==> src/rtl/color_seq_pkg.sv <==
// Shared definitions for the colour sequencer: FSM state encoding,
// sequence-mode and direction constants, and a range helper.
// Optional build macro used by this block: COLOR_SEQ_DWELL_RT_EN
// (adds a run-time dwell_cfg input to color_sequencer).
package color_seq_pkg;

    // Sequencer run state.
    typedef enum logic [0:0] {
        ST_IDLE = 1'b0,
        ST_RUN  = 1'b1
    } state_e;

    // Sequence mode as presented on the mode input.
    localparam logic MODE_WRAP     = 1'b0;
    localparam logic MODE_PINGPONG = 1'b1;

    // Travel direction through the colour range.
    localparam logic DIR_UP   = 1'b0;
    localparam logic DIR_DOWN = 1'b1;

    // True when value lies inside the inclusive range [lo, hi].
    function automatic logic in_range(input int value, input int lo, input int hi);
        return (value >= lo) && (value <= hi);
    endfunction

endpackage

==> src/rtl/dwell_timer.sv <==
// Dwell timer: counts cycles of the current colour hold and emits a
// one-cycle tick on the counting cycle that reaches the terminal count.
// The terminal count is held in a register so a new dwell length can be
// loaded at a colour boundary without disturbing a hold in progress.
module dwell_timer #(
    parameter int DWELL_W  = 8,
    parameter int INIT_LIM = 1
) (
    input  logic               clk,
    input  logic               rst,       // asynchronous, active-low
    input  logic               i_clear,   // restart the hold from zero
    input  logic               i_count,   // count this cycle
    input  logic               i_load,    // capture i_lim as the terminal count
    input  logic [DWELL_W-1:0] i_lim,     // terminal count = dwell length - 1
    output logic               o_tick     // terminal count reached while counting
);

    logic [DWELL_W-1:0] r_cnt;
    logic [DWELL_W-1:0] r_lim;

    // The tick is only meaningful on a counting cycle.
    always_comb begin
        o_tick = i_count && (r_cnt == r_lim);
    end

    // Hold counter: clear wins, otherwise count and roll over at the tick.
    always_ff @(posedge clk or negedge rst) begin
        if (!rst) begin
            r_cnt <= '0;
        end else if (i_clear) begin
            r_cnt <= '0;
        end else if (i_count) begin
            r_cnt <= o_tick ? '0 : r_cnt + DWELL_W'(1);
        end
    end

    // Terminal-count register, reloaded only at hold boundaries.
    always_ff @(posedge clk or negedge rst) begin
        if (!rst) begin
            r_lim <= DWELL_W'(INIT_LIM);
        end else if (i_load) begin
            r_lim <= i_lim;
        end
    end

endmodule

==> src/rtl/color_sequencer.sv <==
// Colour sequencer: steps a palette index through [FIRST_COLOR, LAST],
// holding each colour for a dwell period, in wrap or ping-pong order.
// Supports run/idle control, a jump-load handshake with a sticky
// out-of-range flag, and a one-cycle pulse at wrap or reversal.
// Build macro COLOR_SEQ_DWELL_RT_EN replaces the DWELL parameter with a
// run-time dwell_cfg input sampled at colour boundaries and jumps.
module color_sequencer
    import color_seq_pkg::*;
#(
    parameter int COLOR_W     = 4,
    parameter int FIRST_COLOR = 2,
    parameter int NUM_COLORS  = 4,
    parameter int DWELL       = 2,
    parameter int DWELL_W     = 8
) (
    input  logic               clk,
    input  logic               rst,          // asynchronous, active-low
    input  logic               en,
    input  logic               mode,
    input  logic               jump_valid,
    input  logic [COLOR_W-1:0] jump_color,
`ifdef COLOR_SEQ_DWELL_RT_EN
    input  logic [DWELL_W-1:0] dwell_cfg,
`endif
    output logic               jump_ready,
    output logic [COLOR_W-1:0] color,
    output logic               running,
    output logic               wrap,
    output logic               jump_err
);

    localparam int                 LAST_COLOR = FIRST_COLOR + NUM_COLORS - 1;
    localparam logic [COLOR_W-1:0] C_FIRST    = COLOR_W'(FIRST_COLOR);
    localparam logic [COLOR_W-1:0] C_LAST     = COLOR_W'(LAST_COLOR);
    localparam logic [0:0]         S_IDLE     = ST_IDLE;
    localparam logic [0:0]         S_RUN      = ST_RUN;

    // Registered state and outputs
    logic [0:0]         r_state;
    logic               r_running;
    logic [COLOR_W-1:0] r_color;
    logic               r_dir;
    logic               r_wrap;
    logic               r_jump_err;
    logic               r_jump_ready;

    // Combinational control
    logic [0:0]         w_state_next;
    logic               w_jump_acc;
    logic               w_jump_in_range;
    logic               w_count;
    logic               w_tick;
    logic               w_adv;
    logic               w_go_up;
    logic [COLOR_W-1:0] w_adv_color;
    logic               w_adv_dir;
    logic               w_adv_wrap;
    logic               w_lim_load;
    logic [DWELL_W-1:0] w_lim;

    assign jump_ready = r_jump_ready;
    assign color      = r_color;
    assign running    = r_running;
    assign wrap       = r_wrap;
    assign jump_err   = r_jump_err;

    // Handshake and advance qualification; an accepted jump suppresses the advance.
    always_comb begin
        w_jump_acc      = jump_valid && r_jump_ready;
        w_jump_in_range = in_range(int'(jump_color), FIRST_COLOR, LAST_COLOR);
        w_count         = (r_state == S_RUN) && en && !w_jump_acc;
        w_adv           = w_count && w_tick;
    end

    // Dwell length source: parameter constant, or run-time config with 0 read as 1.
`ifdef COLOR_SEQ_DWELL_RT_EN
    always_comb begin
        w_lim_load = w_adv || w_jump_acc;
        w_lim      = (dwell_cfg == '0) ? '0 : dwell_cfg - DWELL_W'(1);
    end
`else
    always_comb begin
        w_lim_load = 1'b0;
        w_lim      = DWELL_W'(DWELL - 1);
    end
`endif

    dwell_timer #(
        .DWELL_W  (DWELL_W),
        .INIT_LIM (DWELL - 1)
    ) u_dwell_timer (
        .clk     (clk),
        .rst     (rst),
        .i_clear (w_jump_acc),
        .i_count (w_count),
        .i_load  (w_lim_load),
        .i_lim   (w_lim),
        .o_tick  (w_tick)
    );

    // Run/idle transitions follow en; colour and dwell are left untouched.
    always_comb begin
        w_state_next = r_state;
        if (r_state == S_IDLE) begin
            if (en) begin
                w_state_next = S_RUN;
            end
        end else begin
            if (!en) begin
                w_state_next = S_IDLE;
            end
        end
    end

    // Next colour at an advance. Ping-pong direction is pinned at the
    // endpoints so a jump that leaves a stale direction can never walk
    // the index outside the range.
    always_comb begin
        w_adv_color = r_color;
        w_adv_dir   = DIR_UP;
        w_adv_wrap  = 1'b0;
        w_go_up     = 1'b1;
        if (NUM_COLORS == 1) begin
            w_adv_color = C_FIRST;
            w_adv_wrap  = 1'b1;
        end else if (mode == MODE_PINGPONG) begin
            if (r_color == C_FIRST) begin
                w_go_up = 1'b1;
            end else if (r_color == C_LAST) begin
                w_go_up = 1'b0;
            end else begin
                w_go_up = (r_dir == DIR_UP);
            end
            w_adv_color = w_go_up ? r_color + COLOR_W'(1) : r_color - COLOR_W'(1);
            if (w_adv_color == C_LAST) begin
                w_adv_dir  = DIR_DOWN;
                w_adv_wrap = 1'b1;
            end else if (w_adv_color == C_FIRST) begin
                w_adv_dir  = DIR_UP;
                w_adv_wrap = 1'b1;
            end else begin
                w_adv_dir = w_go_up ? DIR_UP : DIR_DOWN;
            end
        end else begin
            if (r_color == C_LAST) begin
                w_adv_color = C_FIRST;
                w_adv_wrap  = 1'b1;
            end else begin
                w_adv_color = r_color + COLOR_W'(1);
            end
        end
    end

    // FSM state, running flag and jump-ready flag.
    always_ff @(posedge clk or negedge rst) begin
        if (!rst) begin
            r_state      <= S_IDLE;
            r_running    <= 1'b0;
            r_jump_ready <= 1'b0;
        end else begin
            r_state      <= w_state_next;
            r_running    <= (w_state_next == S_RUN);
            r_jump_ready <= 1'b1;
        end
    end

    // Colour index and direction: jump load takes priority over an advance.
    always_ff @(posedge clk or negedge rst) begin
        if (!rst) begin
            r_color <= C_FIRST;
            r_dir   <= DIR_UP;
        end else if (w_jump_acc) begin
            r_color <= w_jump_in_range ? jump_color : C_FIRST;
            if (mode == MODE_PINGPONG) begin
                if (jump_color == C_FIRST) begin
                    r_dir <= DIR_UP;
                end else if (jump_color == C_LAST) begin
                    r_dir <= DIR_DOWN;
                end
            end
        end else if (w_adv) begin
            r_color <= w_adv_color;
            r_dir   <= w_adv_dir;
        end
    end

    // Wrap pulse only on a real advance; sticky error on out-of-range jumps.
    always_ff @(posedge clk or negedge rst) begin
        if (!rst) begin
            r_wrap     <= 1'b0;
            r_jump_err <= 1'b0;
        end else begin
            r_wrap <= w_adv && w_adv_wrap;
            if (w_jump_acc && !w_jump_in_range) begin
                r_jump_err <= 1'b1;
            end
        end
    end

endmodule

==> config.mk <==
export PLATFORM = sky130hd
export DESIGN_NAME = color_sequencer
export DESIGN_NICKNAME = d
export VERILOG_FILES = /design/src/rtl/color_seq_pkg.sv /design/src/rtl/dwell_timer.sv /design/src/rtl/color_sequencer.sv
export SDC_FILE = /design/constraint.sdc
export NUM_CORES = 1
export LEC_CHECK = 0
export CORE_MARGIN = 10
export CORE_UTILIZATION = 55
export DETAILED_ROUTE_END_ITERATION = 16
export HOLD_SLACK_MARGIN = 0.05
export MAX_ROUTING_LAYER = met4
export PLACE_DENSITY = 0.78
export SYNTH_ARGS = -nofsm -noshare
export SYNTH_HDL_FRONTEND = slang
export SYNTH_HIERARCHICAL = 1
export SYNTH_SLANG_ARGS = --single-unit
==> constraint.sdc <==
create_clock -name clk -period 2.8 [get_ports clk]
set_input_delay 0.84 -clock clk [delete_from_list [all_inputs] [get_ports clk]]
set_output_delay 0.84 -clock clk [all_outputs]
set_load 0.01 [all_outputs]
* Word level (Yosys, flattened, before mapping) *
Cells that the tools add are included.

cells by class
  equal/unequal tests = 9
  $lt $le $gt $ge = 2
  reduce and logical (&&, ||, !) cells = 13
  muxes and demuxes = 26
  $add $sub $neg = 3
  bitwise logic cells = 1

operator list
  cell                 number
  $mux 4               6
  $mux 8               3
  $mux 1               17
  $eq 4x2->1 const B   3
  $eq 4x3->1 const B   3
  $add 8x1->8 const B  1
  $eq 8x1->1 const B   1
  $logic_and 1x1->1    8
  $add 4x1->4 const B  1
  $ge 4x2->1 const B   1
  $le 4x3->1 const B   1
  $reduce_bool 2->1    2
  $sub 4x1->4 const B  1
  $ne 3x1->1 const B   1
  $reduce_and 3->1     1
  $logic_not 1->1      2
  $ne 2x2->1 const B   1
  $not 1->1            1

storage, ports and cells
  register bits = 17
  output and inout bits = 8
  logic and storage cells = 61

* Depth between registers and ports, before layout *
  depth in word-level cells = 11
  gate-level depth with buffers = 9

* Cells and area by module *
The synthesis kept the hierarchy.

modules (own cells, without submodules)
  module           area an instance (µm²)  seq. area each (µm²)  cells each  instances
  dwell_timer      805.8                   401.6                 69          1
  color_sequencer  799.5                   226.5                 95          1

* Worst setup path before layout *
OpenSTA, ideal clock, no wires.

  path kind = input to register
  from = input jump_valid
  to = register r_color[1], in the netlist color[1]
  library setup time = 82 ps
  data required time = 2718 ps
  slack = 321 ps
  data arrival time = 2397 ps
  stages = 7
  cells stage by stage = nand2_1 -> and3_1 -> inv_1 -> nor3_4 -> nand3_1 -> a311o_1 -> a22oi_1

between the ends
  word-level cells in the longest chain between the ends = 6

RTL lines
  element                             RTL line                text
  from (decl)                         color_sequencer.sv:20   input logic jump_valid,
  $logic_and 1x1->1                   color_sequencer.sv:69   w_jump_acc = jump_valid && r_jump_ready;
  $logic_not 1->1                     color_sequencer.sv:71   w_count = (r_state == S_RUN) && en && !w_jump_acc;
  $logic_and 1x1->1                   color_sequencer.sv:71
  via w_count                         color_sequencer.sv:51   logic w_count;
  $logic_and 1x1->1                   dwell_timer.sv:23       o_tick = i_count && (r_cnt == r_lim);
  via w_tick                          color_sequencer.sv:52   logic w_tick;
  $logic_and 1x1->1                   color_sequencer.sv:72   w_adv = w_count && w_tick;
  $reduce_bool 2->1 (no source line)  --
  to (signal assigned)                color_sequencer.sv:173  r_color <= w_jump_in_range ? jump_color : C_FIRST;
  to (signal assigned)                color_sequencer.sv:182  r_color <= w_adv_color;
  to (decl)                           color_sequencer.sv:41   logic [COLOR_W-1:0] r_color;

The timed path passes the listed nets, and every way through them passes these cells.
A chain may end at the register's enable or synchronous reset.

* Worst setup path in the final report *
  from = register r_color[0], in the netlist color[0]
  to = output color[0]

RTL lines
  element    RTL line               text
  to (decl)  color_sequencer.sv:26  output logic [COLOR_W-1:0] color,

No word-level cell between the ends.

==> results.yml <==
final_layout:
  final_common_cell: "dfrtp_1"
  areaGrowthSynthToFinish_pct: 16.1
  final_area_um2: 1860
  final_nets: 206
  antenna_cells: 0
  final_cell_mix: "dfrtp_1, clkdlybuf4s50_1, xnor2_1"
  instances_no_fill: 222
  final_core_util: 0.670
  drive_above_1_share: 0.162
floorplan:
  initial_core_util: 0.577
  fp.dieW_um: 74.0
  design.core.area_um2: 2780
  ios: 17
  num_rows: 19
  die_y_um: 74.0
  fp.dieArea_um2: 5480
critical_path:
  worst-path-max-fanout: 12
  r2r-end: "color[2]"
  crit_required_ps: 1960
  crit_type: "reg -> out"
  crit_slowest_cell: "clkdlybuf4s50_1"
  critPathLaunchType: "flip-flop"
  path_cells: "clkdlybuf4s50_1"
  reg2reg_depth: 8
  cp_top_family: "buffers and inverters"
  crit_path_end: "color[0]"
  crit_arrival_ps: 1570
  cp_num_buf_inv: 1
  endpoint_kind: "primary output"
  cpPeakStageDelay_ps: 630
  r2r_start: "color[0]"
  regToRegSetupSlack_ps: 640
  cp-startpoint: "color[0]"
  cp_num_cells: 1
clock_tree:
  htree_num_levels: 1
  cts.repair.resized: 0
  cts_tree: "yes"
  insertion_delay_ps: 320
  cts_hold_buf: 0
  post_cts_buffers: 0
  clk_pin_slew_ps: 140
  cts_buffers: 3
  cts_sinks: 25
  cts.path.max_buffers: 2
  clockRootBuffer: "clkbuf_4"
timing:
  hold_slack_ps: 505
  worst_slack_ps: 392
  fin_skew_ps: 6.99
  post-route-period-util: 0.860
  rsz0062_at_grt: "false"
  fmax_ghz: 0.415
  setup_tns_ps: 0
  period_minus_slack_ps: 2410
  finalHoldViolCount: 0
  setup_viol: 0
  slew_violations: 0
detailed_routing:
  detail_route.drc_violations: 0
  drtPass1Iterations: 4
  drt_iter0_drc: 135
  vias: 1311
  post_drt_via_cell_ratio: 5.91
  drtAntennaViolNets: 0
  wl_per_cell_um: 15.3
  wl_mm: 3.41
power_and_ir_drop:
  switchingPower_mw: 0.277
  swShare: 0.333
  irDropWorstVdd_v: 0.000391
  p_total_mw: 0.833
  leakage_nw: 0.761
  pwr_density_cell_nw_per_um2: 447
  p_clk_frac: 0.202
  internal-power_mw: 0.556
  pwr-share-seq: 0.517
  pwr-share-comb: 0.281
synth:
  synth_top_area_frac: 0.359
  ys_seq_area_frac: 0.391
  synthTopCellsByArea: "dfrtp_1, xnor2_1, mux2_2"
  syn_inst: 164
  synthXorXnorAreaFrac: 0.0818
  avgSynthCellArea_um2: 9.79
  synth_mux_area_frac: 0.0561
  synth_top_family_by_area: "simple AND/OR/NAND/NOR gates"
  yosysTopAreaCell: "dfrtp_1"
  yosysWarnings: 6
  synthFlopType: "dfrtp_1"
  synth_edf_count: 0
  synthSimpleGateAreaFrac: 0.208
  ys_types: 52
  async_flop_share: 1.00
  synth_compound_area_frac: 0.171
  synthAdderAreaFrac: 0.0390
  netlist_area_um2: 1610
  ys_ff_latch: 25
placement:
  place_inst: 218
  placedInstanceArea_um2: 1830
  place_hpwl_mm: 2.62
  portBuffers: 16
  routabilityCongestion: 0.839
  pre_cts_slack_ps: 132
grt:
  groute.usage.overall: 0.138
  grt_pass1_wl_mm: 5.95
  gr-total-overflow: 0
  antenna_found_initial: 0
  grt_max_degree: 26
  grt_pass1_vias: 1261
run:
  cap_violations: 0
run_status:
  status: "completed"
hold_path:
  min_path_type: "reg -> reg"
[how the worst min path moves through the flow]
stage,from,end,slack [ps],cells past startpoint
finish,jump_err,jump_err,510,1
global route,jump_err,jump_err,530,1
CTS,jump_err,jump_err,500,1
detailed placement,jump_err,jump_err,470,1
global placement,jump_err,jump_err,460,1
floorplan,u_dwell_timer/r_lim[2],u_dwell_timer/r_lim[2],500,1
[cells by family (layout without fill, tap and decap cells)]
logic type	Yosys count	count (layout)
xor gates and xnor gates	15	15
and+or+nand+nor	56	56
buffers and inverters	15	34
adders and majority gates	5	5
AOI/OAI and AO/OA	38	38
other	2	10
DFF	25	25
muxes	8	8
[Yosys cell counts, types with 3 or more instances]
library cell,count
a211oi_1,3
a21oi_1,11
a31oi_1,3
clkbuf_1,3
dfrtp_1,23
ha_1,5
inv_1,8
mux2_2,8
nand2_1,9
nand2b_1,3
nand3_1,4
nor2_1,9
nor3_1,12
o21ai_1,3
xnor2_1,13
[routing by layer]
layer	global-route usage	part of all wire	vias up
met5	-	0	-
met4	0.0455	0.011	0
met3	0.0279	0.048	4
met2	0.212	0.49	30
met1	0.176	0.45	637
li1	-	-	640
[power groups by stage]
stage | logic [mW] | registers, mW | clock network, mW
global route | 0.259 | 0.436 | 0.190
detailed placement | 0.232 | 0.437 | 0
CTS | 0.233 | 0.431 | 0.174
finish | 0.234 | 0.431 | 0.168
floorplan | 0.182 | 0.418 | 0
global placement | 0.223 | 0.434 | 0
[final cells by class]
type | instances | area [um2]
multi-input cells | 132 | 931
fillers | 232 | 918
flip-flops and latches | 25 | 628
repair buffers | 22 | 205
well taps | 31 | 38.8
inverters | 8 | 30.0
clock buffers | 3 | 22.5
clock inverters | 1 | 7.51
[registers in the layout, summed over array words and instances (netlist names)]
| register | cells |
|---|---|
| u_dwell_timer/r_lim | 8 |
| wrap | 1 |
| u_dwell_timer/r_cnt | 8 |
| color | 4 |
| jump_ready | 1 |
| r_dir | 1 |
| jump_err | 1 |
| running | 1 |
Note: power is estimated with default switching activity, not from simulation.
==> RTL edit (same flow settings) <==
Build with the macro `COLOR_SEQ_DWELL_RT_EN` defined.
--- a/src/rtl/color_sequencer.sv
+++ b/src/rtl/color_sequencer.sv
@@ -6,2 +6,4 @@
 // run-time dwell_cfg input sampled at colour boundaries and jumps.
+`define COLOR_SEQ_DWELL_RT_EN
+
 module color_sequencer
Interface: changed (added dwell_cfg); port bits go from 17 to 25. The function was not compared with the original's and may differ.
==> RTL edit against the original RTL <==
- via count up 9.0%
- die area up 5.6%
- design area up 11%
- non-clock buffer count up 9
- wire length up 15%
- sequential share of layout area down 3.5 points
- register-to-register slack worse by 0.24 ns
- sequential cell count unchanged
- first-iteration DRC count up 8.1%
- area after synthesis up 7.7%
- count of clock-buffer cells in the layout unchanged
- total power up 0.48%
- critical endpoint is now u_dwell_timer/r_lim[4]
- largest power group unchanged
- worst setup slack worse by 0.065 ns
- clock power down 2%
==> RTL edit: results (changes against the original RTL) <==
INFO  metric cts_resized = 0 (unchanged)
INFO  metric class_of_the_most_critical_hold_timing_path = flip-flop to flip-flop (unchanged)
INFO  metric synth_common_cells = dfrtp_1 (23), nor2_1 (16), xnor2_1 (16) (was dfrtp_1 (23), xnor2_1 (13), nor3_1 (12))
INFO  metric hpwl = 3080 um (was 2620 um)
INFO  metric global_route.usage.total = 13.5% (was 13.8%)
INFO  metric yosys.cell_types.count = 51 (was 52)
INFO  metric drt-initial-drc-count = 146 (was 135)
INFO  metric placement.setup.worst_slack = -0.00501 ns (was 0.132 ns)
INFO  metric post_cts_setup_bufs = 0 (unchanged)
INFO  metric cp_max_fo = 6 (was 12)
INFO  metric fill_cells = 241 (was 232)
INFO  metric synth_async_sr_flop_share = 100% (unchanged)
INFO  metric largest_net_degree_at_the_start_of_global_routing = 26 (unchanged)
INFO  metric grt_antenna_before_repair = 0 (unchanged)
INFO  metric hold_viol = 0 (unchanged)
INFO  metric delay_contributed_by_the_slowest_stage_of_the_critical_path = 0.44 ns (was 0.63 ns)
INFO  metric fin_skew = 0.00486 ns (was 0.00699 ns)
INFO  metric clockBufferDepth = 2 (unchanged)
INFO  metric synth.yosys.seq_area_share = 36.3% (was 39.1%)
INFO  metric routed_wire_length_per_instance = 15.2 um (was 15.3 um)
INFO  metric power_report.internal_total = 569 uW (was 556 uW)
INFO  metric yosysWarningCount = 6 (unchanged)
INFO  metric syn_nets = 208
INFO  metric path_delay_family = buffers and inverters (unchanged)
INFO  metric cts.htree.levels = 1 (unchanged)
INFO  metric design.final.nets = 238 (was 206)
INFO  metric synth.top_cells.by_area = dfrtp_1 (33%), xnor2_1 (8.1%), mux2_2 (5.2%), ha_1 (4.3%), nor3_1 (3.8%) (was dfrtp_1 (36%), xnor2_1 (7.1%), mux2_2 (5.6%), ha_1 (3.9%), nor3_1 (3.7%))
INFO  metric cts.root.buffer_cell = clkbuf_4 (unchanged)
INFO  metric final_layout_size_suffix_gt1_share = 15.4% (was 16.2%)
INFO  metric worst_setup_hold_path_clk_slew = 0.14 ns (about the same)
INFO  metric vias_per_cell = 5.54 (was 5.91)
INFO  metric replace_congestion = 0.867 (was 0.839)
INFO  metric insertedDiodeCount = 0 (unchanged)
INFO  metric pre_antenna_drt_iters = 4 (unchanged)
INFO  metric first_global_vias = 1424 (was 1261)
INFO  metric cp.arrival = 2.69 ns (was 1.57 ns)
INFO  metric cts_inserted_buffers = 3 (unchanged)
INFO  metric run_status = finished clean (unchanged)
INFO  metric crit_slowest_cell = clkdlybuf4s50_1 (unchanged)
INFO  metric grt_first_pass_wirelength = 6600 um (was 5950 um)
INFO  metric vdd_drop_max = 0.000274 V (was 0.000391 V)
INFO  metric insertion_delay = 0.32 ns (about the same)
INFO  metric place.port_buffers = 24 (was 16)
INFO  metric total_leakage_power = 0.839 nW (was 0.761 nW)
## RTL edit: cell count changes after synthesis, moves of 3 or more
cell and delta:
nand2_1 +3, inv_1 +4, nor2_1 +7, xnor2_1 +3, nand3_1 +5
## RTL edit: layout make-up
| cell class | count | area [um^2] | area share (%) |
|---|---|---|---|
| flip-flops and latches | 25 | 628 | 30.2 |
| inverters | 12 | 45.0 | 2.17 |
| clock inverters | 1 | 5.00 | 0.241 |
| multi-input cells | 142 | 1030 | 49.5 |
| clock buffers | 3 | 22.5 | 1.08 |
| repair buffers | 31 | 293 | 14.1 |
| well taps | 44 | 55.1 | 2.65 |
## RTL edit: power groups by stage
stage	Clock [mW]	Combinational [mW]	Sequential, mW
2_1_floorplan	0	0.166	0.428
3_3_place_gp	0	0.226	0.441
4_1_cts	0.171	0.237	0.437
6_report	0.164	0.236	0.437
3_5_place_dp	0	0.235	0.444
5_1_grt	0.183	0.258	0.443
## RTL edit: cells by family (layout without fill, tap and decap cells)
kind of cell / count (synthesis) / in the layout / synth area share (%)
AO/OA/AOI/OAI: 35 / 35 / 14.3
XOR/XNOR: 20 / 20 / 10.1
adder cells (fa/ha/maj): 6 / 6 / 4.34
buffers and inverters: 18 / 47 / 4.20
flip-flops: 25 / 25 / 36.3
multiplexers: 8 / 8 / 5.21
other: 1 / 1 / 0.217
AND/OR/NAND/NOR: 72 / 72 / 25.3
## RTL edit: worst paths after layout
kind | from | endpoint | slack, ns | cells after the start
worst min register to register | jump_err | jump_err | 0.49 | 1
worst max-delay path | dwell_cfg[0] | u_dwell_timer/r_lim[4] | 0.33 | 9
max in group asynchronous | rst | color[1] | 1.65 | 2
worst max register to register | color[0] | wrap | 0.40 | 8
worst min-delay path | jump_err | jump_err | 0.49 | 1
min in group asynchronous | rst | wrap | 0.86 | 2
## RTL edit: metrics by stage
step / std cells / cell area (um^2) / hold WS (ns) / utilization (%) / setup TNS (ns)
2_1_floorplan: 185 / 1730 / 0.502 / - / 0
3_5_place_dp: 254 / 2050 / 0.465 / 67.7 / -0.00968
4_1_cts: 258 / 2080 / 0.500 / 68.6 / 0
5_1_grt: 258 / 2080 / 0.523 / 68.6 / 0
6_report: 258 / 2080 / 0.494 / 68.6 / 0
3_3_place_gp: 254 / 2050 / 0.464 / 67.7 / 0
## RTL edit: routing by layer
layer	track usage, %	share of wire (%)	vias up
met1	13.9	40	702
met5	-	0	-
met3	2.12	2.5	4
met4	5.20	1.4	0
met2	24.9	56	15
li1	-	-	708
